==> config.mk <==
export PLATFORM = sky130hd
export DESIGN_NAME = i2s_codec_if_flat
export DESIGN_NICKNAME = d
export VERILOG_FILES = /design/src/rtl/i2s_codec_if_pkg.sv /design/src/rtl/i2s_codec_if_if.sv /design/src/rtl/i2s_clk_gen.sv /design/src/rtl/i2s_codec_if.sv /design/src/flat_wrapper.sv
export SDC_FILE = /design/constraint.sdc
export NUM_CORES = 1
export LEC_CHECK = 0
export BUFFER_PORTS_ARGS = -buffer_cell sky130_fd_sc_hd__buf_2
export CAP_MARGIN = 20
export CORE_UTILIZATION = 54
export CTS_BUF_LIST = sky130_fd_sc_hd__clkbuf_4 sky130_fd_sc_hd__clkbuf_8
export CTS_CLUSTER_DIAMETER = 100
export DETAILED_ROUTE_END_ITERATION = 16
export PLACE_DENSITY = 0.86
export SLEW_MARGIN = 20
export SYNTH_ARGS = -nofsm -noshare
export SYNTH_HDL_FRONTEND = slang
export SYNTH_SLANG_ARGS = --single-unit
==> constraint.sdc <==
create_clock -name clk -period 2.3 [get_ports clk]
set_input_delay 0.23 -clock clk [delete_from_list [all_inputs] [get_ports clk]]
set_output_delay 0.23 -clock clk [all_outputs]
set_load 0.01 [all_outputs]
==> src/rtl/i2s_codec_if_pkg.sv <==
`default_nettype none
// ============================================================================
//  Module      : codec_pkg
//  Description : Shared sample type and slot-window helpers for the I2S codec
//                interface.  The data window inside each channel slot is bit
//                positions c_winFirst..c_winLast (one bclk after the lrclk edge,
//                MSB first).
//  Revision    : 1.0  initial release
// ============================================================================
package codec_pkg;

    localparam int SAMPLE_W = 16;

    typedef logic signed [SAMPLE_W-1:0] sample_t;

    // Bit positions within a slot that carry sample data.
    localparam int c_winFirst = 1;
    localparam int c_winLast  = SAMPLE_W;

    // True when a bit position within a slot lies in the data window.
    function automatic logic inWindow(input int pos);
        return (pos >= c_winFirst) && (pos <= c_winLast);
    endfunction

endpackage : codec_pkg
`default_nettype wire

==> src/rtl/i2s_codec_if_if.sv <==
`default_nettype none
// ============================================================================
//  Module      : i2s_codec_if_if
//  Description : Bundle of the codec serial pins and the sample-side bus.
//                master : the I2S interface block (drives bclk, lrclk,
//                         dac_data, SampleIn, ready; reads adc_data, SampleOut)
//                slave  : codec + pitch-shift core side (reverse directions)
//  Revision    : 1.0  initial release
// ============================================================================
interface i2s_codec_if_if;
    import codec_pkg::*;

    logic    bclk;
    logic    lrclk;
    logic    adc_data;
    logic    dac_data;
    sample_t SampleOut;
    sample_t SampleIn;
    logic    ready;

    modport master (
        output bclk, lrclk, dac_data, SampleIn, ready,
        input  adc_data, SampleOut
    );

    modport slave (
        input  bclk, lrclk, dac_data, SampleIn, ready,
        output adc_data, SampleOut
    );

endinterface : i2s_codec_if_if
`default_nettype wire

==> src/rtl/i2s_clk_gen.sv <==
`default_nettype none
// ============================================================================
//  Module      : i2s_clk_gen
//  Description : Bit-clock and word-select generator.  div_cnt runs
//                0..BCLK_DIV-1; bclk toggles at terminal count.  bit_idx
//                advances on each bclk falling strobe and wraps every
//                2*SLOT_BITS bits; lrclk follows bit_idx >= SLOT_BITS.
//  Ports       : clk, reset          clock, async active-high reset
//                o_bclk, o_lrclk     registered codec clocks
//                o_riseStb/o_fallStb one-clk strobes, high in the cycle
//                                    before bclk rises / falls
//                o_bitIdx            current bit index in the frame
//                o_bitIdxNext        index that becomes current on fall
//  Revision    : 1.0  initial release
// ============================================================================
module i2s_clk_gen #(
    parameter int BCLK_DIV  = 4,
    parameter int SLOT_BITS = 32,
    parameter int IDX_W     = $clog2(2 * SLOT_BITS)
) (
    input  wire logic             clk,
    input  wire logic             reset,
    output logic                  o_bclk,
    output logic                  o_lrclk,
    output logic                  o_riseStb,
    output logic                  o_fallStb,
    output logic [IDX_W-1:0]      o_bitIdx,
    output logic [IDX_W-1:0]      o_bitIdxNext
);

    localparam int DIV_W = $clog2(BCLK_DIV);
    localparam logic [DIV_W-1:0] c_divLast  = DIV_W'(BCLK_DIV - 1);
    localparam logic [IDX_W-1:0] c_idxLast  = IDX_W'(2 * SLOT_BITS - 1);
    localparam logic [IDX_W-1:0] c_slotBits = IDX_W'(SLOT_BITS);

    logic [DIV_W-1:0] r_divCnt;
    logic             r_bclk;
    logic             r_lrclk;
    logic [IDX_W-1:0] r_bitIdx;
    logic             w_tc;
    logic [IDX_W-1:0] w_bitIdxNext;

    assign w_tc         = (r_divCnt == c_divLast);
    assign w_bitIdxNext = (r_bitIdx == c_idxLast) ? '0 : r_bitIdx + IDX_W'(1);

    always_ff @(posedge clk or posedge reset) begin
        if (reset) begin
            r_divCnt <= '0;
            r_bclk   <= 1'b0;
            r_lrclk  <= 1'b0;
            r_bitIdx <= '0;
        end else if (w_tc) begin
            r_divCnt <= '0;
            r_bclk   <= ~r_bclk;
            // Falling edge of bclk: move to the next bit of the frame.
            if (r_bclk) begin
                r_bitIdx <= w_bitIdxNext;
                r_lrclk  <= (w_bitIdxNext >= c_slotBits);
            end
        end else begin
            r_divCnt <= r_divCnt + DIV_W'(1);
        end
    end

    assign o_bclk       = r_bclk;
    assign o_lrclk      = r_lrclk;
    assign o_riseStb    = w_tc & ~r_bclk;
    assign o_fallStb    = w_tc & r_bclk;
    assign o_bitIdx     = r_bitIdx;
    assign o_bitIdxNext = w_bitIdxNext;

endmodule : i2s_clk_gen
`default_nettype wire

==> src/rtl/i2s_codec_if.sv <==
`default_nettype none
// ============================================================================
//  Module      : i2s_codec_if
//  Description : Master-mode I2S interface to the stereo codec.  Receives the
//                ADC stream into SampleIn (one ready pulse per frame) and
//                transmits SampleOut on both DAC channels.
//                Optional build macro MONO_MIX_EN: SampleIn = (L + R) >>> 1
//                instead of the left word.
//  Ports       : clk, reset  clock, async active-high reset
//                bus         i2s_codec_if_if.master: bclk, lrclk, dac_data,
//                            SampleIn, ready out; adc_data, SampleOut in
//  Revision    : 1.0  initial release
// ============================================================================
module i2s_codec_if
    import codec_pkg::*;
#(
    parameter int BCLK_DIV  = 4,
    parameter int SLOT_BITS = 32
) (
    input  wire logic       clk,
    input  wire logic       reset,
    i2s_codec_if_if.master  bus
);

    localparam int IDX_W = $clog2(2 * SLOT_BITS);
    localparam int SEL_W = $clog2(SAMPLE_W);
    localparam logic [IDX_W-1:0] c_slotBits  = IDX_W'(SLOT_BITS);
    localparam logic [IDX_W-1:0] c_leftLast  = IDX_W'(c_winLast);
    localparam logic [IDX_W-1:0] c_rightLast = IDX_W'(SLOT_BITS + c_winLast);

    logic             w_bclk;
    logic             w_lrclk;
    logic             w_riseStb;
    logic             w_fallStb;
    logic [IDX_W-1:0] w_bitIdx;
    logic [IDX_W-1:0] w_bitIdxNext;

    i2s_clk_gen #(
        .BCLK_DIV  (BCLK_DIV),
        .SLOT_BITS (SLOT_BITS),
        .IDX_W     (IDX_W)
    ) u_clkGen (
        .clk          (clk),
        .reset        (reset),
        .o_bclk       (w_bclk),
        .o_lrclk      (w_lrclk),
        .o_riseStb    (w_riseStb),
        .o_fallStb    (w_fallStb),
        .o_bitIdx     (w_bitIdx),
        .o_bitIdxNext (w_bitIdxNext)
    );

    logic                  r_sync1;
    logic                  r_sync2;
    logic [SAMPLE_W-2:0]   r_shift;   // last SAMPLE_W-1 received bits
    sample_t               r_left;
    sample_t               r_txHold;
    sample_t               r_sampleIn;
    logic                  r_dac;
    logic                  r_ready;

    sample_t               w_shiftNext;
    sample_t               w_rxWord;
    logic [IDX_W-1:0]      w_txPos;
    logic [SEL_W-1:0]      w_txSel;
    logic                  w_dacNext;

    // Word including the bit being shifted in on this rise strobe, so the
    // last bit of a slot is available in the same cycle it arrives.
    assign w_shiftNext = {r_shift, r_sync2};

`ifdef MONO_MIX_EN
    logic signed [SAMPLE_W:0] w_sum;
    // Sign-extend both words so the sum cannot overflow before halving.
    assign w_sum    = {r_left[SAMPLE_W-1], r_left} + {w_shiftNext[SAMPLE_W-1], w_shiftNext};
    assign w_rxWord = SAMPLE_W'(w_sum >>> 1);
`else
    assign w_rxWord = r_left;
`endif

    // DAC bit for the index entered on the coming bclk fall.
    always_comb begin
        w_txPos   = (w_bitIdxNext >= c_slotBits) ? w_bitIdxNext - c_slotBits : w_bitIdxNext;
        w_txSel   = SEL_W'(IDX_W'(SAMPLE_W) - w_txPos);
        w_dacNext = inWindow(int'(w_txPos)) ? r_txHold[w_txSel] : 1'b0;
    end

    always_ff @(posedge clk or posedge reset) begin
        if (reset) begin
            r_sync1    <= 1'b0;
            r_sync2    <= 1'b0;
            r_shift    <= '0;
            r_left     <= '0;
            r_txHold   <= '0;
            r_sampleIn <= '0;
            r_dac      <= 1'b0;
            r_ready    <= 1'b0;
        end else begin
            r_sync1 <= bus.adc_data;
            r_sync2 <= r_sync1;
            r_ready <= 1'b0;

            if (w_riseStb) begin
                r_shift <= w_shiftNext[SAMPLE_W-2:0];
                if (w_bitIdx == c_leftLast) begin
                    r_left <= w_shiftNext;
                end
                if (w_bitIdx == c_rightLast) begin
                    r_sampleIn <= w_rxWord;
                    r_ready    <= 1'b1;
                end
            end

            if (w_fallStb) begin
                r_dac <= w_dacNext;
                // Frame boundary: take a fresh sample for the whole frame.
                if (w_bitIdxNext == '0) begin
                    r_txHold <= bus.SampleOut;
                end
            end
        end
    end

    assign bus.bclk     = w_bclk;
    assign bus.lrclk    = w_lrclk;
    assign bus.dac_data = r_dac;
    assign bus.SampleIn = r_sampleIn;
    assign bus.ready    = r_ready;

endmodule : i2s_codec_if
`default_nettype wire
==> src/flat_wrapper.sv <==
// flat-port wrapper written by rule: the top's interface ports become plain ports
module i2s_codec_if_flat import codec_pkg::*;
#(
    parameter int BCLK_DIV  = 4,
    parameter int SLOT_BITS = 32
)
  (clk, reset, bus_bclk, bus_lrclk, bus_dac_data, bus_SampleIn, bus_ready, bus_adc_data, bus_SampleOut);
  i2s_codec_if_if bus_i ();
  input  wire logic clk;
  input  wire logic reset;
  output wire logic [$bits(bus_i.bclk)-1:0] bus_bclk;
  output wire logic [$bits(bus_i.lrclk)-1:0] bus_lrclk;
  output wire logic [$bits(bus_i.dac_data)-1:0] bus_dac_data;
  output wire logic [$bits(bus_i.SampleIn)-1:0] bus_SampleIn;
  output wire logic [$bits(bus_i.ready)-1:0] bus_ready;
  input wire logic [$bits(bus_i.adc_data)-1:0] bus_adc_data;
  input wire logic [$bits(bus_i.SampleOut)-1:0] bus_SampleOut;
  assign bus_bclk = bus_i.bclk;
  assign bus_lrclk = bus_i.lrclk;
  assign bus_dac_data = bus_i.dac_data;
  assign bus_SampleIn = bus_i.SampleIn;
  assign bus_ready = bus_i.ready;
  assign bus_i.adc_data = bus_adc_data;
  assign bus_i.SampleOut = bus_SampleOut;
  i2s_codec_if #(.BCLK_DIV(BCLK_DIV), .SLOT_BITS(SLOT_BITS)) u_core (.clk(clk), .reset(reset), .bus(bus_i));
endmodule
# [Word level (Yosys, flattened, before mapping)]
# Cells that the tools add are included.
# Widths: inputs -> output; s select.
[op_classes] addsub=4 order_cmp=4 n_eq_ne=4 muxes=8 bitwise_logic=3 reduce_logical=6
[ops] op="$eq 6x6->1 const B" n=2
[ops] op="$mux 6" n=2
[ops] op="$reduce_and 2->1" n=4
[ops] op="$add 6x1->6 const B" n=1
[ops] op="$eq 6x5->1 const B" n=1
[ops] op="$ge 6x1->1 const B" n=1
[ops] op="$ge 6x6->1 const B" n=1
[ops] op="$le 6x5->1 const B" n=1
[ops] op="$logic_not 6->1" n=1
[ops] op="$sub 6x6->6 const B" n=1
[ops] op="$lt 4x5->1 const B" n=1
[ops] op="$bmux 1 s4" n=1
[ops] op="$mux 1" n=4
[ops] op="$sub 1x4->4 const A" n=1
[ops] op="$add 2x1->2 const B" n=1
[ops] op="$and 1x1->1" n=2
[ops] op="$eq 2x2->1 const B" n=1
[ops] op="$mux 2" n=1
[ops] op="$logic_and 1x1->1" n=1
[ops] op="$not 1->1" n=1
[totals] ff_bits=77 word_cells=41

# [Logic depth before layout (Yosys ltp)]
# Gate-level depths: netlist of run 1.
[depth] depth_word=8 depth_mapped=9 depth_no_buf=7

# [Cells and area by module]
# From an unflattened synthesis of run 1, not the netlist that was laid out.
[hier_totals] hier_cells=224 hier_area_um2=3220.6
[by_module_without_submodules] mod="i2s_codec_if" n_inst=1 cells_each=177 area_each_um2=2760.1
[by_module_without_submodules] mod="i2s_clk_gen" n_inst=1 cells_each=47 area_each_um2=460.4

# [Worst setup path before layout of run 1]
# OpenSTA, ideal clock, no wires.
[synth_timing] path_kind="register -> register" from="register u_core.u_clkGen.r_bitIdx[0] (netlist: u_core.u_clkGen.o_bitIdx[0])" to="register u_core.r_dac (netlist: u_core.bus.dac_data)" setup_ns=0.123 arrival_time_ns=1.899 setup_slack_ns=0.277 path_stages_with_launch=10 path_buffers=2 path_cell_list="dfrtp_1 -> buf_2 -> inv_1 -> ha_1 -> buf_2 -> mux2_2 -> nand2_1 -> o2111ai_1 -> a2bb2oi_1 -> o31ai_2"
[synth_between] elab_chain_cells=8 word_cells_on_any_way=13
[synth_rtl] element="from (decl)" line_no="i2s_clk_gen.sv:39" rtl="logic [IDX_W-1:0] r_bitIdx;"
[synth_rtl] element="from (signal assigned)" line_no="i2s_clk_gen.sv:57" rtl="r_bitIdx <= w_bitIdxNext;"
[synth_rtl] element="$add 6x1->6 or $eq 6x6->1 (tied branches)" line_no="i2s_clk_gen.sv:44" rtl="assign w_bitIdxNext = (r_bitIdx == c_idxLast) ? '0 : r_bitIdx + IDX_W'(1);"
[synth_rtl] element="$mux 6 *" line_no="i2s_clk_gen.sv:44"
[synth_rtl] element="named net u_core.u_clkGen.o_bitIdxNext[1]" line_no="i2s_clk_gen.sv:28" rtl="output logic [IDX_W-1:0] o_bitIdxNext"
[synth_rtl] element="$sub 6x6->6 or $ge 6x6->1 (tied branches)" line_no="i2s_codec_if.sv:83" rtl="w_txPos = (w_bitIdxNext >= c_slotBits) ? w_bitIdxNext - c_slotBits : w_bitIdxNext;"
[synth_rtl] element="$mux 6 *" line_no="i2s_codec_if.sv:83"
[synth_rtl] element="$sub 1x4->4" line_no="i2s_codec_if.sv:84" rtl="w_txSel = SEL_W'(IDX_W'(SAMPLE_W) - w_txPos);"
[synth_rtl] element="$bmux 1 s4" line_no="i2s_codec_if.sv:85" rtl="w_dacNext = inWindow(int'(w_txPos)) ? r_txHold[w_txSel] : 1'b0;"
[synth_rtl] element="$mux 1 (not written as such)" line_no="i2s_codec_if.sv:85"
[synth_rtl] element="$mux 1 *" line_no="i2s_codec_if.sv:85"
[synth_rtl] element="to (signal assigned)" line_no="i2s_codec_if.sv:115" rtl="r_dac <= w_dacNext;"
[synth_rtl] element="to (decl)" line_no="i2s_codec_if.sv:59" rtl="logic r_dac;"
# Mark *: on every way through the listed nets, which the timed path passes. The rest lies on a longest branch. The select of a mux whose other input is x is not followed.
# A chain may end at the register's enable or synchronous reset.

# [Worst setup path in the final report of run 1]
# Ends and elaborated chain as after synthesis.

==> results of run 1 <==
## critical path, cell delays in order, from the launching register on
cell       delay (ns)
dfrtp_1          0.45
inv_1            0.10
ha_2             0.51
mux2i_1          0.12
a211o_1          0.32
o2111ai_1        0.21
a2bb2oi_1        0.10
o31ai_2          0.21
## cell type report
type | count | area, µm²
multi-input cells | 137 | 1310
clock buffers | 10 | 138
flip-flops and latches | 76 | 1900
well taps | 75 | 93.8
clock inverters | 5 | 60.1
fillers | 458 | 2170
repair buffers | 46 | 268
inverters | 4 | 15.0
## per-stage QoR
step | cell area [µm²] | worst slack, ns
floorplan | 3330 | 0.132
global placement | 3560 | 0.201
detailed placement | 3560 | 0.109
CTS | 3780 | 0.0948
global route | 3780 | 0.0757
finish | 3780 | 0.207
## power breakdown
group | leakage [µW] | switching (µW) | internal, µW | total, µW
sequential | 0.00103 | 4.48 | 1340 | 1350
clock | 0.0000987 | 489 | 529 | 1020
combinational | 0.000805 | 31.2 | 20.7 | 51.9
## cells by family after synthesis
kind of cell             Yosys count  share of synthesized area, %
adder cells (fa/ha/maj)            3                          1.13
AND/OR/NAND/NOR                   39                          7.80
flip-flops                        76                          57.0
multiplexers                      69                          24.3
AO/OA/AOI/OAI                     22                          4.88
XOR/XNOR                           4                          1.05
buffers and inverters             17                          3.79
## timing repair
item	in CTS	in global routing
buffers inserted	0	0
resized for setup	0	1
endpoints found under the hold margin	26	0
setup endpoints to repair	0	1
hold buffers	2	0
## how the worst max path moves through the flow
stage,from,endpoint,slack [ns],cells after the start
final,u_core.u_clkGen.o_bitIdx[0],u_core.bus.dac_data,0.21,7
after detailed placement,u_core.u_clkGen.o_bitIdx[0],u_core.bus.dac_data,0.11,7
after CTS,u_core.u_clkGen.o_bitIdx[0],u_core.bus.dac_data,0.09,7
after global placement,u_core.u_clkGen.o_bitIdx[0],u_core.bus.dac_data,0.20,7
after global routing,u_core.u_clkGen.o_bitIdx[0],u_core.bus.dac_data,0.08,7
after floorplan,reset,u_core.bus.SampleIn[0],0.13,1
## registers in the layout, summed over array words and instances, names as in the netlist
register and cells:
u_core.u_clkGen.r_divCnt 2, u_core.bus.SampleIn 16, u_core.r_sync2 1, u_core.r_left 16, u_core.u_clkGen.o_bclk 1, u_core.bus.ready 1
u_core.u_clkGen.o_lrclk 1, u_core.u_clkGen.o_bitIdx 5, u_core.r_txHold 16, u_core.r_sync1 1, u_core.r_shift 15, u_core.bus.dac_data 1
## per-layer routing
layer	wire, µm	part of all wire (%)	vias to the layer above
li1	-	-	918
met1	2650	47	975
met2	2670	48	48
met3	227	4.0	7
met4	70	1.2	0
met5	0	0	-
## Yosys cell counts, types with 2 or more instances
library cell | number | share of area [%]
ha_1 | 3 | 1.1
nand4_1 | 2 | 0.38
mux2i_1 | 3 | 0.90
and3_1 | 2 | 0.38
a21oi_1 | 5 | 0.75
a21o_1 | 2 | 0.45
and3_4 | 2 | 0.68
a31oi_1 | 2 | 0.38
nor3b_1 | 3 | 0.68
mux2_4 | 10 | 4.5
nand2b_1 | 2 | 0.38
mux2_2 | 56 | 19
buf_6 | 5 | 1.7
xnor2_1 | 3 | 0.79
nand2_1 | 10 | 1.1
nor3_4 | 2 | 0.98
dfrtp_1 | 76 | 57
buf_2 | 7 | 1.1
inv_1 | 4 | 0.45
nor2_1 | 6 | 0.68
nand3_1 | 3 | 0.45
o21ai_0 | 2 | 0.30
==> metrics.txt, run 1 <==
crit path launch type flip-flop; Final setup viols 0; Arrival @ worst endpoint between 2 and 2.5 ns; first-pass detailed-route iteration total 4; register area share after synthesis 57.0%; FF+latch count, synth 76; Post-synth EDFFs 0; PortBufs 38; first-pass GRT wire length 9.28 mm; unrepaired setup endpoints after global routing no; Hold WS ~0.11 ns; R2R depth 7; R2R setup slack roughly 0.21 ns; detailed-route wire length per cell between 15 and 20 µm; CTS Sinks 76; met1 GRT Util 27.3%; final period utilization between 90% and 100%; Yosys Warn Count 0; Static Leak about 0.0019 µW; worst hold stages 2; Worst-Margin Slew 0.580 ns; Initial Util a little under three fifths; Finished Core Util approximately 64%; Yosys cell types 42; Power Total about 2400 µW; CTS Root Cell clkbuf_8; PD cells between 600 and 700 mW/mm²; fraction of layout cells with a size suffix above 1 a little under 50%; Die W a little over 80 µm; Clock Latency Late Sink around 0.34 ns; gr ovfl total 0; Vias/cell 5.52; largest net degree at the start of global routing 52; Final min period ~2.1 ns; Cell Count, Final, Fillers Out 353; Max VDD drop 0.333 mV; Initial DRC Count 153; most common cell after layout, fill and taps aside dfrtp_1; max-cap violations 0; Remaining DRCs 0; Post-DP HPWL between 3 and 4 mm; Synth Flop Type dfrtp_1; CP Class flip-flop to flip-flop; relative slew slack between 60% and 70%; CTS tree yes; layout net count around 300; status finished clean; Clock Path Buffers 2; Die Y 80.6 µm; ant diodes 0; Core ar. 0.00596 mm²; clock slew at reported path FFs 0.08 ns; FF-to-FF Start u_core.u_clkGen.o_bitIdx[0]; Inserted Clock Buffers 9; worst r2r dst u_core.bus.dac_data; WP data required roughly 2.6 ns; Cells after Synth between 200 and 250; Synth async-reset ratio 100%; Hold Startpoint bus_SampleOut[6]; Antenna Nets Post-Route 0; clk_skew roughly 0.015 ns; met2 global-route usage between 20 and 30%; Post-Syn Area roughly 0.0033 mm²; GRT Total Usage between 10% and 20%; via count 1948; final hold vios 0; GPL Wtd Cong roughly 0.86; Final Max Slew Viols 0; setup TNS 0 ns; Layout area overhead 13.5%; WHS Endpoint u_core.r_txHold[6]; Rows 28; I/O pins 39; Critical Path Fanout Max 14; Mapped Nets between 200 and 300; initial antenna violation count 0; Hold WC Path Type primary input to flip-flop; die footprint 0.00649 mm²; leading cell types in the layout, fill and taps excluded dfrtp_1 (76), mux2_2 (56), buf_2 (38); Fmax achieved between 400 and 500 MHz; Placed Cells 336; busiest grt layer met2; number of global-route vias before repair 1896; GR Util met3 under 10%; syn avg cell area ~14 µm²; WL final approximately 5.6 mm; nature of the critical path endpoint flip-flop; CTS H-tree lvls 3
Note: power is estimated with default switching activity, not from simulation.
==> run 2, diff against run 1 <==
==> config.mk (replaced) <==
export PLATFORM = sky130hd
export DESIGN_NAME = i2s_codec_if_flat
export DESIGN_NICKNAME = d
export VERILOG_FILES = /design/src/rtl/i2s_codec_if_pkg.sv /design/src/rtl/i2s_codec_if_if.sv /design/src/rtl/i2s_clk_gen.sv /design/src/rtl/i2s_codec_if.sv /design/src/flat_wrapper.sv
export SDC_FILE = /design/constraint.sdc
export NUM_CORES = 1
export LEC_CHECK = 0
export CAP_MARGIN = 20
export CORE_UTILIZATION = 56
export CTS_CLUSTER_DIAMETER = 100
export DETAILED_ROUTE_END_ITERATION = 16
export DONT_BUFFER_PORTS = 1
export PLACE_DENSITY = 0.82
export SYNTH_ARGS = -nofsm -noshare
export SYNTH_HDL_FRONTEND = slang
export SYNTH_SLANG_ARGS = --single-unit
==> run 2 against run 1 <==
Compared with the run above: combinational power decreased by 29%; via count decreased by 6.4%; non-clock buffer count decreased by 35; worst hold slack got worse by 0.090 ns; clock power increased by 14%; die area decreased by 3.5%; total power increased by 5.3%; utilization increased by 1.3 points; critical path depth unchanged; sequential power about the same; sequential share of layout area increased by 2.1 points.
==> metrics.txt, run 2 (same netlist as run 1, synthesis figures left out) <==
status finished clean; Final setup viols 0 (unchanged); fraction of layout cells with a size suffix above 1 42.2% (-7.1 points); CP cell instances buf_4, ha_1, and2_1, a21o_1, o32a_1, nor4_2, o31ai_2; leading cell types in the layout, fill and taps excluded dfrtp_1 (76), mux2_2 (56), nand2_1 (10), mux2_4 (10); WHS Endpoint u_core.r_txHold[8]; max-cap violations 0 (unchanged); final period utilization 89.5% (-1.5 points); final hold vios 0 (unchanged); Clock Latency Late Sink 0.35 ns (about the same); WL final 5.46 mm (-2.7%); Crit path largest cell delay 0.42 ns (-0.09 ns); number of global-route vias before repair 1883 (-0.69%); CTS H-tree lvls 3 (unchanged); clock slew at reported path FFs 0.08 ns (about the same); Vias/cell 5.77 (+4.6%); Core ar. 0.00561 mm² (-5.8%); Initial Util 59.5% (+3.5 points); Die Y 79.2 µm (-1.8%); gr ovfl total 0 (unchanged); unrepaired setup endpoints after global routing no; Fmax achieved 486 MHz (+1.7%); Finished Core Util 64.8% (+1.3 points); CTS tree yes; first-pass detailed-route iteration total 4 (unchanged); R2R depth 7 (unchanged); Internal 1980 µW (+4.8%); Post-DP HPWL 3.74 mm (-1.1%); Antenna Nets Post-Route 0 (unchanged); initial antenna violation count 0 (unchanged); detailed-route wire length per cell 17.3 µm (+8.7%); nature of the critical path endpoint flip-flop; ant diodes 0 (unchanged); GRT Total Usage 19.9% (+0.46 points); Critical Path Fanout Max 10 (-4); CP Class flip-flop to flip-flop; crit path launch type flip-flop; PD cells 700 mW/mm² (+9.6%); Worst-Margin Slew 0.446 ns (-0.135 ns); Comb pwr share 1.4% (-0.7 points); Die W 79.2 µm (-1.8%); Seq pwr share 53.0% (-2.7 points); FF-to-FF Start u_core.u_clkGen.o_bitIdx[0]; Net Switching 560 µW (+6.8%); CTS Root Cell clkbuf_8; GPL Wtd Cong 0.835 (-2.4%); first-pass GRT wire length 9.21 mm (-0.74%); Final Max Slew Viols 0 (unchanged); Static Leak 0.00178 µW (-8.1%); postcts setup bufs 0 (unchanged); Remaining DRCs 0 (unchanged); Initial DRC Count 133 (-13%); most common cell after layout, fill and taps aside dfrtp_1; Clock Path Buffers 2 (unchanged); Hold WC Path Type primary input to flip-flop; via count 1824 (-6.4%); worst r2r dst u_core.bus.dac_data; Inserted Clock Buffers 9 (unchanged); critical path's slowest cell dfrtp_1; Max VDD drop 0.476 mV (+43%); layout net count 261 (-12%); Layout area overhead 9.01%; PortBufs 0 (-100%); Hold Startpoint bus_SampleOut[8]; WP data required 2.54 ns (-0.02 ns); I/O pins 39 (unchanged); setup TNS 0 ns (unchanged); DP Area 0.00338 mm² (-5.2%); Rows 27 (-3.6%); R2R setup slack 0.24 ns (+0.04 ns); worst hold stages 1 (-1); Final min period 2.06 ns (-0.0354 ns); relative slew slack 70.2% (+8.9 points); clk_skew 0.0104 ns (-0.00497 ns); largest net degree at the start of global routing 29 (-44%); sw frac 22.0% (+0.32 points); post-route cell area 0.00363 mm² (-4.0%); die footprint 0.00627 mm² (-3.5%); CTS Sinks 76 (unchanged); Clock Power Share 45.6% (+3.5 points); Arrival @ worst endpoint 2.30 ns (-0.05 ns)
[run 2: cell types whose count changed in the layout (fill, tap and decap cells not counted)]
cell	previous run	this run
clkbuf_8	10	9
buf_2	38	0
bufinv_16	1	2
inv_8	0	2
clkinv_2	1	0
buf_12	1	0
buf_4	5	9
[run 2: worst max-delay path by stage]
stage | from | end | slack, ns | cells past startpoint
3_3_place_gp | u_core.u_clkGen.o_bitIdx[1] | u_core.bus.dac_data | 0.29 | 7
3_5_place_dp | u_core.u_clkGen.o_bitIdx[1] | u_core.bus.dac_data | 0.15 | 7
6_report | u_core.u_clkGen.o_bitIdx[0] | u_core.bus.dac_data | 0.24 | 7
5_1_grt | u_core.u_clkGen.o_bitIdx[1] | u_core.bus.dac_data | 0.06 | 7
2_1_floorplan | reset | u_core.bus.SampleIn[0] | 0.13 | 1
4_1_cts | u_core.u_clkGen.o_bitIdx[1] | u_core.bus.dac_data | 0.15 | 7
[run 2: power groups by stage]
stage          combinational [µW]  sequential, µW  clock [µW]
2_1_floorplan                24.7            1370           0
3_3_place_gp                 34.6            1370           0
3_5_place_dp                 36.0            1370           0
4_1_cts                      38.9            1350        1190
5_1_grt                      43.8            1350        1240
6_report                     36.8            1350        1160
[run 2: timing repair]
action	4_1_cts	5_1_grt
resized for setup	0	1
setup endpoints to repair	0	1
hold buffers	2	0
endpoints found under the hold margin	18	0
[run 2: area by class of cell]
type                            instances  area, µm²
Multi-Input combinational cell        137       1310
Clock buffer                            9        124
Fill cell                             429       1970
Sequential cell                        76       1900
Timing Repair Buffer                   11       87.6
Clock inverter                          7        108
Tap cell                               72       90.1
Inverter                                4       15.0
[run 2: metal layers]
layer  track usage, %  vias to the layer above  wire length [µm]
met2             29.8                       57              2480
met3             6.09                       12               310
met5                0                        -                 0
met4             9.27                        0               122
met1             26.4                      904              2550
li1                 -                      851                 -
[run 2: worst max-delay path, delay by kind of cell (launching register included)]
family          cells  cell delay [ns]
compound gates      3             0.61
simple gates        2             0.47
flops               1             0.42
fa+ha+maj           1             0.27
buf+inv             1             0.18
[run 2: metrics by stage]
step	setup slack (ns)	std cells	hold WS (ns)	total power [µW]
floorplan	0.132	230	0.261	1400
global placement	0.286	298	0.113	1410
detailed placement	0.153	298	0.120	1410
CTS	0.148	316	0.00672	2570
global route	0.0597	316	0.000659	2640
finish	0.242	316	0.0214	2540
==> run 3, diff against run 2 <==
--- a/config.mk
+++ b/config.mk
@@ -6,11 +6,11 @@
 export NUM_CORES = 1
 export LEC_CHECK = 0
 export CAP_MARGIN = 20
-export CORE_UTILIZATION = 56
+export CORE_UTILIZATION = 65
 export CTS_CLUSTER_DIAMETER = 100
 export DETAILED_ROUTE_END_ITERATION = 16
 export DONT_BUFFER_PORTS = 1
-export PLACE_DENSITY = 0.82
+export PLACE_DENSITY = 0.89
 export SYNTH_ARGS = -nofsm -noshare
 export SYNTH_HDL_FRONTEND = slang
 export SYNTH_SLANG_ARGS = --single-unit
==> constraint.sdc (replaced) <==
create_clock -name clk -period 2.4 [get_ports clk]
set_input_delay 0.24 -clock clk [delete_from_list [all_inputs] [get_ports clk]]
set_output_delay 0.24 -clock clk [all_outputs]
set_load 0.01 [all_outputs]
==> run 3 against run 2 <==
Compared with the run above: final area decreased by 1.1%; worst setup slack improved by 0.019 ns; critical path depth unchanged; first-iteration DRC count is 23% lower.
==> metrics.txt, run 3 (same netlist as run 1, synthesis figures left out) <==
layout net count 258 (-1.1%); CTS H-tree lvls 3 (unchanged); CTS tree yes; R2R setup slack 0.26 ns (+0.02 ns); status finished clean; delay-heaviest family, CP compound AO/OA/AOI/OAI gates; CP Class flip-flop to flip-flop; number of global-route vias before repair 1886 (+0.16%); post-route cell area 0.00360 mm² (-1.1%); CTS Sinks 76 (unchanged); nature of the critical path endpoint flip-flop; GPL Wtd Cong 0.819 (-2.0%); Max Used Layer met4; I/O pins 39 (unchanged); via count 1825 (+0.055%); Power Total 2330 µW (-8.5%); leading cell types in the layout, fill and taps excluded dfrtp_1 (76), mux2_2 (56), clkbuf_8 (11); unrepaired setup endpoints after global routing no; largest net degree at the start of global routing 52 (+79%); Crit path largest cell delay 0.56 ns (+0.14 ns); first-pass detailed-route iteration total 4 (unchanged); Placed Cells 290 (-2.7%); Fmax achieved 468 MHz (-3.8%); Die W 73.6 µm (-7.0%); Inserted Clock Buffers 9 (unchanged); max-cap violations 0 (unchanged); Final setup viols 0 (unchanged); initial antenna violation count 0 (unchanged); Final min period 2.14 ns (+0.0806 ns); detailed-route wire length per cell 17.6 µm (+2.1%); Vias/cell 5.93 (+2.7%); Antenna Nets Post-Route 0 (unchanged); layout filler cell count 321 (-25%); crit path launch type flip-flop; Static Leak 0.00176 µW (-0.92%); die footprint 0.00542 mm² (-14%); Max VDD drop 0.646 mV (+36%); Arrival @ worst endpoint 2.40 ns (+0.10 ns); fraction of layout cells with a size suffix above 1 41.1% (-1.1 points); Rows 25 (-7.4%); Hold WC Path Type primary input to flip-flop; first-pass GRT wire length 9.08 mm (-1.4%); wl on met1 2.40 mm (-6.0%); most common cell after layout, fill and taps aside dfrtp_1; clk_skew 0.00771 ns (-0.00265 ns); ant diodes 0 (unchanged); Crit path buffers/inverters 1 (unchanged); Clock Latency Late Sink 0.35 ns (about the same); relative slew slack 62.8% (-7.4 points); Die Y 73.6 µm (-7.0%); CP cell instances inv_1, ha_1, mux2i_1, a211o_1, o2111ai_1, a2bb2oi_1, o31ai_2; PortBufs 0 (unchanged); PD cells 647 mW/mm² (-7.5%); Final Max Slew Viols 0 (unchanged); WP data required 2.66 ns (+0.12 ns); final period utilization 89.1% (-0.37 points); Initial DRC Count 102 (-23%); gr ovfl total 0 (unchanged); Clock Path Buffers 2 (unchanged); clock slew at reported path FFs 0.08 ns (about the same); GRT Total Usage 22.9% (+3.1 points); Cell Count, Final, Fillers Out 308 (-2.5%); setup TNS 0 ns (unchanged); WL final 5.43 mm (-0.51%); Core ar. 0.00482 mm² (-14%); Initial Util 69.2% (+9.8 points); Critical Path Fanout Max 14 (+4); met3 wire len 320 µm (+3.2%); CTS Root Cell clkbuf_8; DP Area 0.00336 mm² (-0.48%); Worst-Margin Slew 0.557 ns (+0.112 ns); final hold vios 0 (unchanged); Layout area overhead 7.84%; Remaining DRCs 0 (unchanged); Post-DP HPWL 3.60 mm (-4.0%); WL met2 2.60 mm (+5.0%); critical path's slowest cell ha_1
## run 3: layout make-up
type | instances | area [µm²] | share of cell area, %
sequential | 76 | 1900 | 52.9
multi-input combinational | 137 | 1310 | 36.3
clock buffer | 11 | 151 | 4.21
tap | 67 | 83.8 | 2.33
timing repair buffer | 8 | 77.6 | 2.16
clock inverter | 5 | 60.1 | 1.67
inverter | 4 | 15.0 | 0.418
## run 3: metrics by stage
stage	util, %	hold slack [ns]	setup WS [ns]
2_1_floorplan	-	0.271	0.222
3_3_place_gp	69.8	0.196	0.382
3_5_place_dp	69.8	0.206	0.276
4_1_cts	74.6	0.0262	0.252
5_1_grt	74.6	0.0274	0.0950
6_report	74.6	0.0363	0.262
## run 3: worst paths after layout
check | startpoint | end | cells after the start
hold / removal | bus_SampleOut[9] | u_core.r_txHold[9] | 1
setup reg to reg | u_core.u_clkGen.o_bitIdx[1] | u_core.bus.dac_data | 7
min in group asynchronous | reset | u_core.r_left[10] | 2
hold reg to reg | u_core.r_sync1 | u_core.r_sync2 | 0
setup / recovery | u_core.u_clkGen.o_bitIdx[1] | u_core.bus.dac_data | 7
max in group asynchronous | reset | u_core.r_txHold[0] | 3
## run 3: where the power goes
group	internal (µW)	leakage [µW]	switching [µW]
Combinational	9.91	0.000625	26.1
Sequential	1290	0.00103	5.18
Clock	538	0.000106	462
## run 3: per-layer routing
layer  vias up  GRT usage, %
met5         -             0
met4         0          11.3
met3        11          5.90
met2        57          34.8
met1       910          30.9
li1        847             -
## run 3: timing repair
item                      in CTS  in global routing
resized for setup              0                  0
buffers inserted               0                  0
hold endpoints to repair      26                  0
hold buffers                   2                  0
